File: src/rtl/vga_timing.sv
// vga_timing: raster counters driving registered pixel coords, visible flag, frame pulse and delayed active-low syncs
module vga_timing #(
  parameter int H_VISIBLE  = 640,
  parameter int H_FRONT    = 16,
  parameter int H_SYNC     = 96,
  parameter int H_BACK     = 48,
  parameter int V_VISIBLE  = 480,
  parameter int V_FRONT    = 10,
  parameter int V_SYNC     = 2,
  parameter int V_BACK     = 33,
  parameter int SYNC_DELAY = 1
) (
  input  logic        clk,
  input  logic        n_reset,
  output logic [10:0] x,
  output logic [10:0] y,
  output logic        candraw,
  output logic        vga_hs,
  output logic        vga_vs,
  output logic        frame_start
);
  localparam int H_TOTAL = H_VISIBLE + H_FRONT + H_SYNC + H_BACK;
  localparam int V_TOTAL = V_VISIBLE + V_FRONT + V_SYNC + V_BACK;
  localparam logic [10:0] H_LAST = 11'(H_TOTAL - 1);
  localparam logic [10:0] V_LAST = 11'(V_TOTAL - 1);
  localparam logic [10:0] H_VIS  = 11'(H_VISIBLE);
  localparam logic [10:0] V_VIS  = 11'(V_VISIBLE);
  localparam logic [10:0] HS_BEG = 11'(H_VISIBLE + H_FRONT);
  localparam logic [10:0] HS_END = 11'(H_VISIBLE + H_FRONT + H_SYNC);
  localparam logic [10:0] VS_BEG = 11'(V_VISIBLE + V_FRONT);
  localparam logic [10:0] VS_END = 11'(V_VISIBLE + V_FRONT + V_SYNC);
  logic [10:0] h_cnt_q, h_cnt_d, v_cnt_q, v_cnt_d, x_q, y_q;
  logic candraw_q, frame_start_q, hs_raw, vs_raw;
  // bit 0 is the output register of the raw decode, higher bits delay it to match renderer latency
  logic [SYNC_DELAY:0] hs_q, vs_q;
  // next counter values and sync decode of the current raster position
  always_comb begin
    h_cnt_d = (h_cnt_q == H_LAST) ? '0 : h_cnt_q + 11'd1;
    v_cnt_d = (h_cnt_q != H_LAST) ? v_cnt_q : (v_cnt_q == V_LAST) ? '0 : v_cnt_q + 11'd1;
    hs_raw  = !(h_cnt_q >= HS_BEG && h_cnt_q < HS_END);
    vs_raw  = !(v_cnt_q >= VS_BEG && v_cnt_q < VS_END);
  end
  // counters advance every pixel clock; outputs register the decode of the pre-edge count
  always_ff @(posedge clk or negedge n_reset)
    if (!n_reset) begin
      h_cnt_q       <= '0;
      v_cnt_q       <= '0;
      x_q           <= '0;
      y_q           <= '0;
      candraw_q     <= 1'b0;
      frame_start_q <= 1'b0;
      hs_q          <= '1;
      vs_q          <= '1;
    end else begin
      h_cnt_q       <= h_cnt_d;
      v_cnt_q       <= v_cnt_d;
      x_q           <= h_cnt_q;
      y_q           <= v_cnt_q;
      candraw_q     <= h_cnt_q < H_VIS && v_cnt_q < V_VIS;
      frame_start_q <= h_cnt_q == '0 && v_cnt_q == '0;
      hs_q          <= (hs_q << 1) | (SYNC_DELAY + 1)'(hs_raw);
      vs_q          <= (vs_q << 1) | (SYNC_DELAY + 1)'(vs_raw);
    end
  assign x           = x_q;
  assign y           = y_q;
  assign candraw     = candraw_q;
  assign frame_start = frame_start_q;
  assign vga_hs      = hs_q[SYNC_DELAY];
  assign vga_vs      = vs_q[SYNC_DELAY];
endmodule

File: config.mk
export PLATFORM = sky130hd
export DESIGN_NAME = vga_timing
export DESIGN_NICKNAME = d
export VERILOG_FILES = /design/src/rtl/vga_timing.sv
export SDC_FILE = /design/constraint.sdc
export NUM_CORES = 1
export LEC_CHECK = 0
export BUFFER_PORTS_ARGS = -buffer_cell sky130_fd_sc_hd__buf_2
export CORE_UTILIZATION = 52
export CTS_BUF_LIST = sky130_fd_sc_hd__clkbuf_4 sky130_fd_sc_hd__clkbuf_8
export DETAILED_ROUTE_END_ITERATION = 6
export HOLD_SLACK_MARGIN = 0.03
export PLACE_DENSITY = 0.88
export SYNTH_ARGS = -nofsm -noshare
export SYNTH_HDL_FRONTEND = slang
export SYNTH_SLANG_ARGS = --single-unit
File: constraint.sdc
create_clock -name clk -period 1.5 [get_ports clk]
set_input_delay 0.225 -clock clk [delete_from_list [all_inputs] [get_ports clk]]
set_output_delay 0.225 -clock clk [all_outputs]
set_load 0.01 [all_outputs]
==> metrics.txt <==
TritonRoute pass-1 iters 4; Finished Core Util around three quarters; Switching Power approximately 470 uW; WHS Path Cells 0; design area 2540 um2; Peak VDD IR ~0.42 mV; Setup Skew around 0.013 ns; RR Endpoint v_cnt_q[5]$_DFFE_PN0N_; Clock Pin Slew Worst Setup and Hold Paths 0.08 ns; WHS 0.360 ns; critical path peak fanout 8; Area after DPL approximately 2300 um2; synthesized area between 1500 and 2000 um2; Clock Power Share 42.1%; flop-to-flop setup slack -0.09 ns; clock latency on the worst-skew pair about 0.32 ns; Die ar. around 4000 um2; Async SR Flop Fraction 100%; crit path time final between 1.5 and 2 ns; First DRT Iteration DRCs between 100 and 150; Pint ~1900 uW; syn nets 159; Die Y about 63 um; Cell Pwr Density 938 nW/um2; Final GP Congestion 0.987; Longest Clk Path Bufs 2; crit end category flop; Flop pwr share 56.5%; Vias approximately 1,500; slowest CP cell dfrtp_1; TritonCTS Buffers 5; Comb pwr share 1.4%; fill count 188; DRC violations left 0; Yosys warning count 0; Arrival @ worst endpoint roughly 1.8 ns; f_max around 630 MHz; first-pass GRT wire length approximately 7.5 mm; relative slew slack between 70 and 80%; Total Power between 2000 and 2500 uW; slowest stage delay, CP just over 0.4 ns; family with the most delay on the worst path simple AND/OR/NAND/NOR gates; final hold vios 0; crit share post-route 106%; post-route ant nets 0; synth unique cells 30; Hold Path Origin vs_q[0]$_DFF_PN1_; wire length per cell ~19 um; Finish-stage setup viols 8; Die X 63.0 um; EDFF count, synth 0; DP Wirelength around 2.8 mm; FP Rows 21; clock sink total 50; io pins 28; outcome finished, violations left; ys flop type dfrtp_1; WHS Endpoint vs_q[1]$_DFF_PN1_; Via density approximately 5.8; ANT cells 0; setup ws final -0.0926 ns; critical-path cell list ha_4, nand4b_4, nand3b_4, buf_4, nor2_2, xor2_1; Final Max Tran Viols 0; register area share after synthesis about 65%; syn_area_per_cell 12.7 um2; Worst Setup Start Kind flop; crit path kind reg -> reg; H-tree levels 2; failing checks negative setup slack; routed wire length about 4.8 mm; vias in the first global route approximately 1,500; Syn Inst Count ~150; Slew @ Worst Pin approximately 0.35 ns; Global Route Usage Sum 25.8%; post-synthesis register bit count 50; maxcap violations 0; Core ar. roughly 3400 um2; input/output buffers 27; post-place setup slack -0.119 ns; CTS tree built; largest net degree at the start of global routing 51; Buf/Inv on CP 1; root buffer selected by CTS clkbuf_8; initial core utilization a little under three fifths; Lkg Pwr between 0.001 and 0.0015 uW; stages on the worst setup path 6; CP required roughly 1.7 ns; share of layout cells above drive strength 1 between 30% and 40%; P&R area growth vs syn 31.3%; RSZ-0062 raised after global routing true; worst r2r src h_cnt_q[1]$_DFF_PN0_; final global-route overflow total 0; Layout Nets around 220; antenna violations before repair 0; R2R cell count 6; Sw Ratio 19.6%; worst hold path class reg -> reg
## cells in the final DEF (no fill, tap or decap), types with 2 or more instances in the layout
cell type	instances
dfstp_2	4
dfrtp_1	46
nor4_2	2
nand3_2	3
nand2_1	8
inv_2	2
o21ai_1	6
nor2_2	2
nor2_1	8
clkbuf_8	6
inv_1	4
and4_1	3
nand4_1	6
ha_1	3
nor3_4	2
nand3_1	8
xor2_1	9
buf_2	27
xnor2_1	4
and3_1	5
ha_4	2
nor3_1	4
buf_4	23
## metrics by stage
| step | setup TNS [ns] | std cells |
|---|---|---|
| 2_1_floorplan | -0.0115 | 152 |
| 3_3_place_gp | 0 | 243 |
| 3_5_place_dp | -0.291 | 243 |
| 4_1_cts | -0.347 | 253 |
| 5_1_grt | -1.13 | 256 |
| 6_report | -0.500 | 256 |
## how the worst max path moves through the flow
| stage | start | endpoint | slack (ns) |
|---|---|---|---|
| finish | h_cnt_q[1]$_DFF_PN0_ | v_cnt_q[5]$_DFFE_PN0N_ | -0.09 |
| global route | h_cnt_q[1]$_DFF_PN0_ | v_cnt_q[8]$_DFFE_PN0N_ | -0.17 |
| CTS | h_cnt_q[1]$_DFF_PN0_ | v_cnt_q[5]$_DFFE_PN0N_ | -0.06 |
| detailed placement | h_cnt_q[1]$_DFF_PN0_ | v_cnt_q[8]$_DFFE_PN0N_ | -0.12 |
| global placement | h_cnt_q[1]$_DFF_PN0_ | v_cnt_q[9]$_DFFE_PN0N_ | 0.04 |
| floorplan | h_cnt_q[0]$_DFF_PN0_ | v_cnt_q[9]$_DFFE_PN0N_ | -0.01 |
## area by class of cell
type	count	area (um2)	share of cell area, %
Sequential cell	50	1260	49.4
Multi-Input combinational cell	94	748	29.4
Timing Repair Buffer	52	338	13.3
Clock buffer	7	90.1	3.54
Tap cell	46	57.6	2.26
Clock inverter	1	30.0	1.18
Inverter	6	22.5	0.886
## cell usage after synthesis, types with 2 or more instances
master   instances  share of area, %
nor4b_1          2              0.90
nor4_1           3              0.97
o21ai_0          8               2.1
dfstp_2          4               5.4
buf_4            2              0.77
and3_1           5               1.6
nor3_1           6               1.6
dfrtp_1         46                59
nand4_1          6               1.9
xnor2_1          4               1.8
and4_1           3               1.4
ha_1             5               3.2
xor2_1           9               4.1
inv_1            6               1.2
a21oi_1          2              0.52
nor2_1          10               1.9
nand3_1         11               2.8
nand2_1          8               1.6
## state kept, by name, indices dropped and copies added, names as in the netlist
name / count
frame_start: 1
v_cnt_q: 11
candraw: 1
h_cnt_q: 11
y: 11
vs_q: 2
hs_q: 2
x: 11
## cells by family after synthesis
kind of cell               synth area share (%)
and+or+nand+nor                            19.8
DFF                                        64.9
AOI/OAI and AO/OA                          3.75
xor gates and xnor gates                   5.88
buffers and inverters                      1.94
adders and majority gates                  3.23
muxes                                     0.517
## timing repair
item                                    CTS  global route
pin swaps                                 1             6
endpoints found under the setup margin   12            12
gates resized for setup                   5            16
buffers inserted                          1             3
hold buffers                              1             0
hold endpoints to repair                 46             0
## power by group through the flow
stage	registers [uW]	clock network, uW	logic [uW]
5_1_grt	1350	1060	39.5
4_1_cts	1350	1000	35.2
3_3_place_gp	1370	0	31.7
6_report	1350	1000	33.4
2_1_floorplan	1370	0	0.000350
3_5_place_dp	1370	0	33.1
## metal layers
metal,GRT usage [%],vias up,share of wire (%)
met1,31.3,733,40
met3,5.29,20,6.7
met2,41.0,88,49
li1,-,649,-
met4,18.0,0,4.5
met5,0,-,0
Power figures use the tool's default switching activity.
